## config.mk

```make
export PLATFORM = sky130hd
export DESIGN_NAME = pipe_hazard_ctrl
export DESIGN_NICKNAME = d
export VERILOG_FILES = /design/src/rtl/pipe_ctrl_pkg.sv /design/src/rtl/pipe_md_timer.sv /design/src/rtl/pipe_hazard_ctrl.sv
export SDC_FILE = /design/constraint.sdc
export NUM_CORES = 1
export LEC_CHECK = 0
export CORE_MARGIN = 8
export CORE_UTILIZATION = 39
export CTS_BUF_LIST = sky130_fd_sc_hd__clkbuf_4
export DETAILED_ROUTE_END_ITERATION = 10
export PLACE_DENSITY = 0.81
export RECOVER_POWER = 100
export SYNTH_ARGS = -nofsm -noshare
export SYNTH_HDL_FRONTEND = slang
export SYNTH_SLANG_ARGS = --single-unit
```

## constraint.sdc

```tcl
create_clock -name clk -period 2.8 [get_ports clk]
set_clock_uncertainty 0.15 [all_clocks]
set_input_delay 0.56 -clock clk [delete_from_list [all_inputs] [get_ports clk]]
set_output_delay 0.56 -clock clk [all_outputs]
set_load 0.02 [all_outputs]
```

## src/rtl/pipe_ctrl_pkg.sv

```systemverilog
// Shared types and constants for the pipeline hazard controller.
package pipe_ctrl_pkg;

  typedef enum logic [1:0] {
    StRun      = 2'd0,
    StMdBusy   = 2'd1,
    StExcFlush = 2'd2
  } state_e;

  localparam int unsigned MulLatDefault = 4;
  localparam int unsigned DivLatDefault = 33;
  localparam logic [4:0]  RegZero       = 5'd0;

endpackage

```

## src/rtl/pipe_md_timer.sv

```systemverilog
// Down-counter that tracks how long a mul/div still occupies EX.
module pipe_md_timer #(
  parameter int unsigned CNT_W = 6
) (
  input  logic             clk,
  input  logic             rset,
  input  logic             load,
  input  logic [CNT_W-1:0] load_val,
  input  logic             dec,
  input  logic             abort,
  output logic             zero,
  output logic             busy
);

  logic [CNT_W-1:0] cnt_q;
  logic             busy_q;

  always_ff @(posedge clk) begin
    if (!rset) begin
      cnt_q  <= '0;
      busy_q <= 1'b0;
    end else if (abort) begin
      cnt_q  <= '0;
      busy_q <= 1'b0;
    end else if (load) begin
      cnt_q  <= load_val;
      busy_q <= 1'b1;
    end else if (dec) begin
      // A decrement at zero is the final cycle: the operation retires.
      if (cnt_q == '0) begin
        busy_q <= 1'b0;
      end else begin
        cnt_q <= cnt_q - CNT_W'(1);
      end
    end
  end

  assign zero = (cnt_q == '0);
  assign busy = busy_q;

endmodule

```

## src/rtl/pipe_hazard_ctrl.sv

```systemverilog
// Stall/flush sequencer for the 5-stage pipeline.
// Optional stall counter enabled by defining PIPE_PERF_CNT_EN.
module pipe_hazard_ctrl
  import pipe_ctrl_pkg::*;
#(
  parameter int unsigned MUL_LAT = MulLatDefault,
  parameter int unsigned DIV_LAT = DivLatDefault,
  parameter int unsigned CNT_W   = 6
) (
  input  logic        clk,
  input  logic        rset,
  input  logic        if_wait,
  input  logic        mem_wait,
  input  logic [4:0]  id_rs,
  input  logic [4:0]  id_rt,
  input  logic        id_use_rs,
  input  logic        id_use_rt,
  input  logic        ex_is_load,
  input  logic [4:0]  ex_rt,
  input  logic        ex_md_start,
  input  logic        ex_md_is_div,
  input  logic        exc_req,
  output logic        pc_en,
  output logic        if_id_adv,
  output logic        id_ex_adv,
  output logic        ex_mem_adv,
  output logic        mem_wb_adv,
  output logic        if_id_flush,
  output logic        id_ex_flush,
  output logic        ex_mem_flush,
  output logic        md_busy,
  output logic        md_done,
  output logic [31:0] perf_stall_cnt
);

  state_e           state_q, state_d;
  logic             md_load, md_dec, md_abort, md_start_cyc;
  logic             md_zero, md_tmr_busy;
  logic [CNT_W-1:0] md_load_val;
  logic             load_use;

  assign md_load_val = ex_md_is_div ? CNT_W'(DIV_LAT - 2) : CNT_W'(MUL_LAT - 2);

  assign load_use = ex_is_load && (ex_rt != RegZero) &&
                    ((id_use_rs && (id_rs == ex_rt)) || (id_use_rt && (id_rt == ex_rt)));

  pipe_md_timer #(
    .CNT_W (CNT_W)
  ) u_md_timer (
    .clk      (clk),
    .rset     (rset),
    .load     (md_load),
    .load_val (md_load_val),
    .dec      (md_dec),
    .abort    (md_abort),
    .zero     (md_zero),
    .busy     (md_tmr_busy)
  );

  always_ff @(posedge clk) begin
    if (!rset) begin
      state_q <= StRun;
    end else begin
      state_q <= state_d;
    end
  end

  always_comb begin
    state_d      = state_q;
    pc_en        = 1'b0;
    if_id_adv    = 1'b0;
    id_ex_adv    = 1'b0;
    ex_mem_adv   = 1'b0;
    mem_wb_adv   = 1'b0;
    if_id_flush  = 1'b0;
    id_ex_flush  = 1'b0;
    ex_mem_flush = 1'b0;
    md_done      = 1'b0;
    md_load      = 1'b0;
    md_dec       = 1'b0;
    md_abort     = 1'b0;
    md_start_cyc = 1'b0;

    if (!rset || mem_wait) begin
      // Everything holds; state and counter stay frozen.
    end else if (exc_req) begin
      pc_en        = 1'b1;
      if_id_adv    = 1'b1;
      id_ex_adv    = 1'b1;
      ex_mem_adv   = 1'b1;
      mem_wb_adv   = 1'b1;
      if_id_flush  = 1'b1;
      id_ex_flush  = 1'b1;
      ex_mem_flush = 1'b1;
      md_abort     = 1'b1;
      state_d      = StExcFlush;
    end else if (state_q == StExcFlush) begin
      pc_en       = 1'b1;
      if_id_adv   = 1'b1;
      id_ex_adv   = 1'b1;
      ex_mem_adv  = 1'b1;
      mem_wb_adv  = 1'b1;
      if_id_flush = 1'b1;
      state_d     = StRun;
    end else if (state_q == StMdBusy || ex_md_start) begin
      md_dec = (state_q == StMdBusy);
      if (state_q == StMdBusy && md_zero) begin
        // Final EX cycle; ex_md_start still belongs to this same instruction.
        pc_en      = 1'b1;
        if_id_adv  = 1'b1;
        id_ex_adv  = 1'b1;
        ex_mem_adv = 1'b1;
        mem_wb_adv = 1'b1;
        md_done    = 1'b1;
        state_d    = StRun;
      end else begin
        // Hold IF/ID/EX, push a bubble out of EX while MEM/WB drain.
        ex_mem_adv   = 1'b1;
        ex_mem_flush = 1'b1;
        mem_wb_adv   = 1'b1;
        if (state_q == StRun) begin
          md_load      = 1'b1;
          md_start_cyc = 1'b1;
          state_d      = StMdBusy;
        end
      end
    end else if (if_wait) begin
      if_id_adv   = 1'b1;
      if_id_flush = 1'b1;
      id_ex_adv   = 1'b1;
      ex_mem_adv  = 1'b1;
      mem_wb_adv  = 1'b1;
    end else if (load_use) begin
      id_ex_adv   = 1'b1;
      id_ex_flush = 1'b1;
      ex_mem_adv  = 1'b1;
      mem_wb_adv  = 1'b1;
    end else begin
      pc_en      = 1'b1;
      if_id_adv  = 1'b1;
      id_ex_adv  = 1'b1;
      ex_mem_adv = 1'b1;
      mem_wb_adv = 1'b1;
    end
  end

  // The timer's busy flag mirrors the MD_BUSY state.
  assign md_busy = rset && (md_start_cyc || md_tmr_busy);

`ifdef PIPE_PERF_CNT_EN
  logic [31:0] perf_q;

  always_ff @(posedge clk) begin
    if (!rset) begin
      perf_q <= '0;
    end else if (!pc_en) begin
      perf_q <= perf_q + 32'd1;
    end
  end

  assign perf_stall_cnt = perf_q;
`else
  assign perf_stall_cnt = '0;
`endif

endmodule

```

==> reports/qor.csv <==
metric,value,unit
place_congestion,0.932,
placed_area,0.00160,mm2
die-area,0.00497,mm2
cap_violations,0,
antenna_found_initial,0,
cts_sinks,9,
initial_utilization,0.416,
syn_area_per_cell,8.09,um2
grt.total_usage,0.126,
required,2090,ps
synth-edff-count,0,
ys_seq_area_frac,0.156,
grt_max_degree,10,
antenna_cells,0,
crit_fanout,2,
io_pins,67,
slew_headroom,0.593,
synth_top_flop_cell,dfxtp_1,
p_per_area,290,mW/mm2
fin_ws,13.1,ps
routedWlPerCell,14.0,um
setup-violations-final,0,
drt_pass1_iterations,4,
path_clk_slew,70,ps
status,"finished, final reports clean",
vias,1164,
dpl.hpwl,2820,um
routed_wl,3340,um
hold_violations,0,
hold_path_class,reg2reg,
startpoint_type,input port,
yosysWarnings,0,
worstSetupPathType,in2out,
syn-cell-area,0.00116,mm2
rows,19,
detail_route.vias_per_cell,4.87,
peakVddDrop,0.248,mV
tightest_slew,605,ps
cts_tree,yes,
async_reset_ff_frac,0,
drv_slew,0,
ff2ff_setup_slack,550,ps
final_cell_mix,"buf_4 (35), conb_1 (32), clkdlybuf4s50_1 (19)",
die_w,70.5,um
finalCritPeriodShare,0.995,
ys_seq_elements,9,
cts-root-buf,clkbuf_4,
nets,235,
die_h,70.5,um
syn2layout_area_growth,44.1,%
fin_crit,2790,ps
numPortBuffers,34,
drc,0,
grt_pass1_vias,1133,
drtIter0Drc,63,
placed_cells,233,
htreeDepth,1,
worstPathArrival,2080,ps
ant_nets,0,
layout.cells.non_filler,239,
drive_gt1_frac,0.284,
leakage,0.000740,uW
clockBufferDepth,2,
layout_commonest_cell,buf_4,
fmax,0.359,GHz
clk_latency,260,ps
power.total,484,uW
synthCells,143,
fin_area,0.00167,mm2
yosysUniqueCellTypes,49,
gr-total-overflow,0,
cp-end-kind,output port,
grt_pass1_wl,5350,um
fp.coreArea,0.00278,mm2
dp_slack,-565,ps
numCtsBuffers,3,
cts_hold_buf,0,
==> critical path, cell delays in order <==
cell and delay [ps]:
clkdlybuf4s50_1 430, or4_4 440, o21ai_4 150, buf_4 130, nor3_1 40, a22o_1 200, buf_6 130
==> cell type report <==
type                       instances  area [um2]
clock buffer                       4        30.0
fill                             246        1110
inverter                           4        15.0
multi-input combinational        123         843
sequential                         9         180
tap                               31        38.8
timing repair buffer              68         561
==> through the flow <==
stage,utilization,setup TNS [ps],hold slack [ps]
4_1_cts,0.584,-27.2,440
2_1_floorplan,-,0,345
3_3_place_gp,0.577,-2610,420
5_1_grt,0.600,-132,460
3_5_place_dp,0.577,-2840,423
6_report,0.600,0,437
==> metal layers <==
layer / vias to the layer above / wire length [um] / GRT usage
met5: - / 0 / 0
li1: 585 / - / -
met4: 0 / 23 / 0.0335
met1: 526 / 1470 / 0.154
met3: 4 / 238 / 0.0395
met2: 49 / 1610 / 0.206
==> power breakdown <==
group,switching [uW],total (uW),internal [uW]
clock network,48.0,113,64.6
registers,4.84,138,133
logic,126,234,108
==> flip-flops by register name, summed over array words and instances (netlist names) <==
signal and cells:
state_q 2, u_md_timer.busy 1, u_md_timer.cnt_q 6
==> cell usage after synthesis (2+ instances only) <==
cell type / number / area (um2)
a32o_1: 2 / 20.0
buf_4: 35 / 263
xnor2_1: 10 / 87.6
a211oi_1: 2 / 15.0
nor2b_1: 3 / 18.8
nor2_1: 6 / 22.5
nand2b_1: 5 / 31.3
nor3b_1: 2 / 15.0
nor3_1: 3 / 15.0
dfxtp_1: 9 / 180
inv_1: 4 / 15.0
or4_1: 4 / 30.0
nand4_1: 2 / 12.5
o31ai_1: 2 / 15.0
and2_1: 3 / 18.8
buf_6: 2 / 22.5
o21a_1: 2 / 15.0
o211ai_1: 4 / 30.0
a21oi_1: 4 / 20.0
nand2_1: 7 / 26.3
o21ai_0: 4 / 20.0
==> repair_timing <==
action | 4_1_cts | 5_1_grt
gates resized for setup | 31 | 20
pin swaps | 2 | 5
setup buffers | 0 | 2
setup endpoints to repair | 10 | 7
==> path summary, 6_finish.rpt <==
| path | start | to | depth (start not counted) |
|---|---|---|---|
| max | ex_rt[4] | id_ex_flush | 7 |
| min | u_md_timer.busy$_SDFFE_PP0P_ | u_md_timer.busy$_SDFFE_PP0P_ | 2 |
| max reg2reg | u_md_timer.cnt_q[0]$_SDFFE_PP0P_ | u_md_timer.cnt_q[1]$_SDFFE_PP0P_ | 7 |
| min reg2reg | u_md_timer.busy$_SDFFE_PP0P_ | u_md_timer.busy$_SDFFE_PP0P_ | 2 |
==> kinds of logic after synthesis <==
logic type      Yosys count  share of synthesized area
simple gates             45                      0.249
buf+inv                  42                      0.263
compound gates           33                      0.226
flops                     9                      0.156
xor+xnor                 11                     0.0832
other cells               1                    0.00324
fa+ha+maj                 1                     0.0108
mux                       1                    0.00973
No activity file was read; power rests on OpenSTA's default activity.
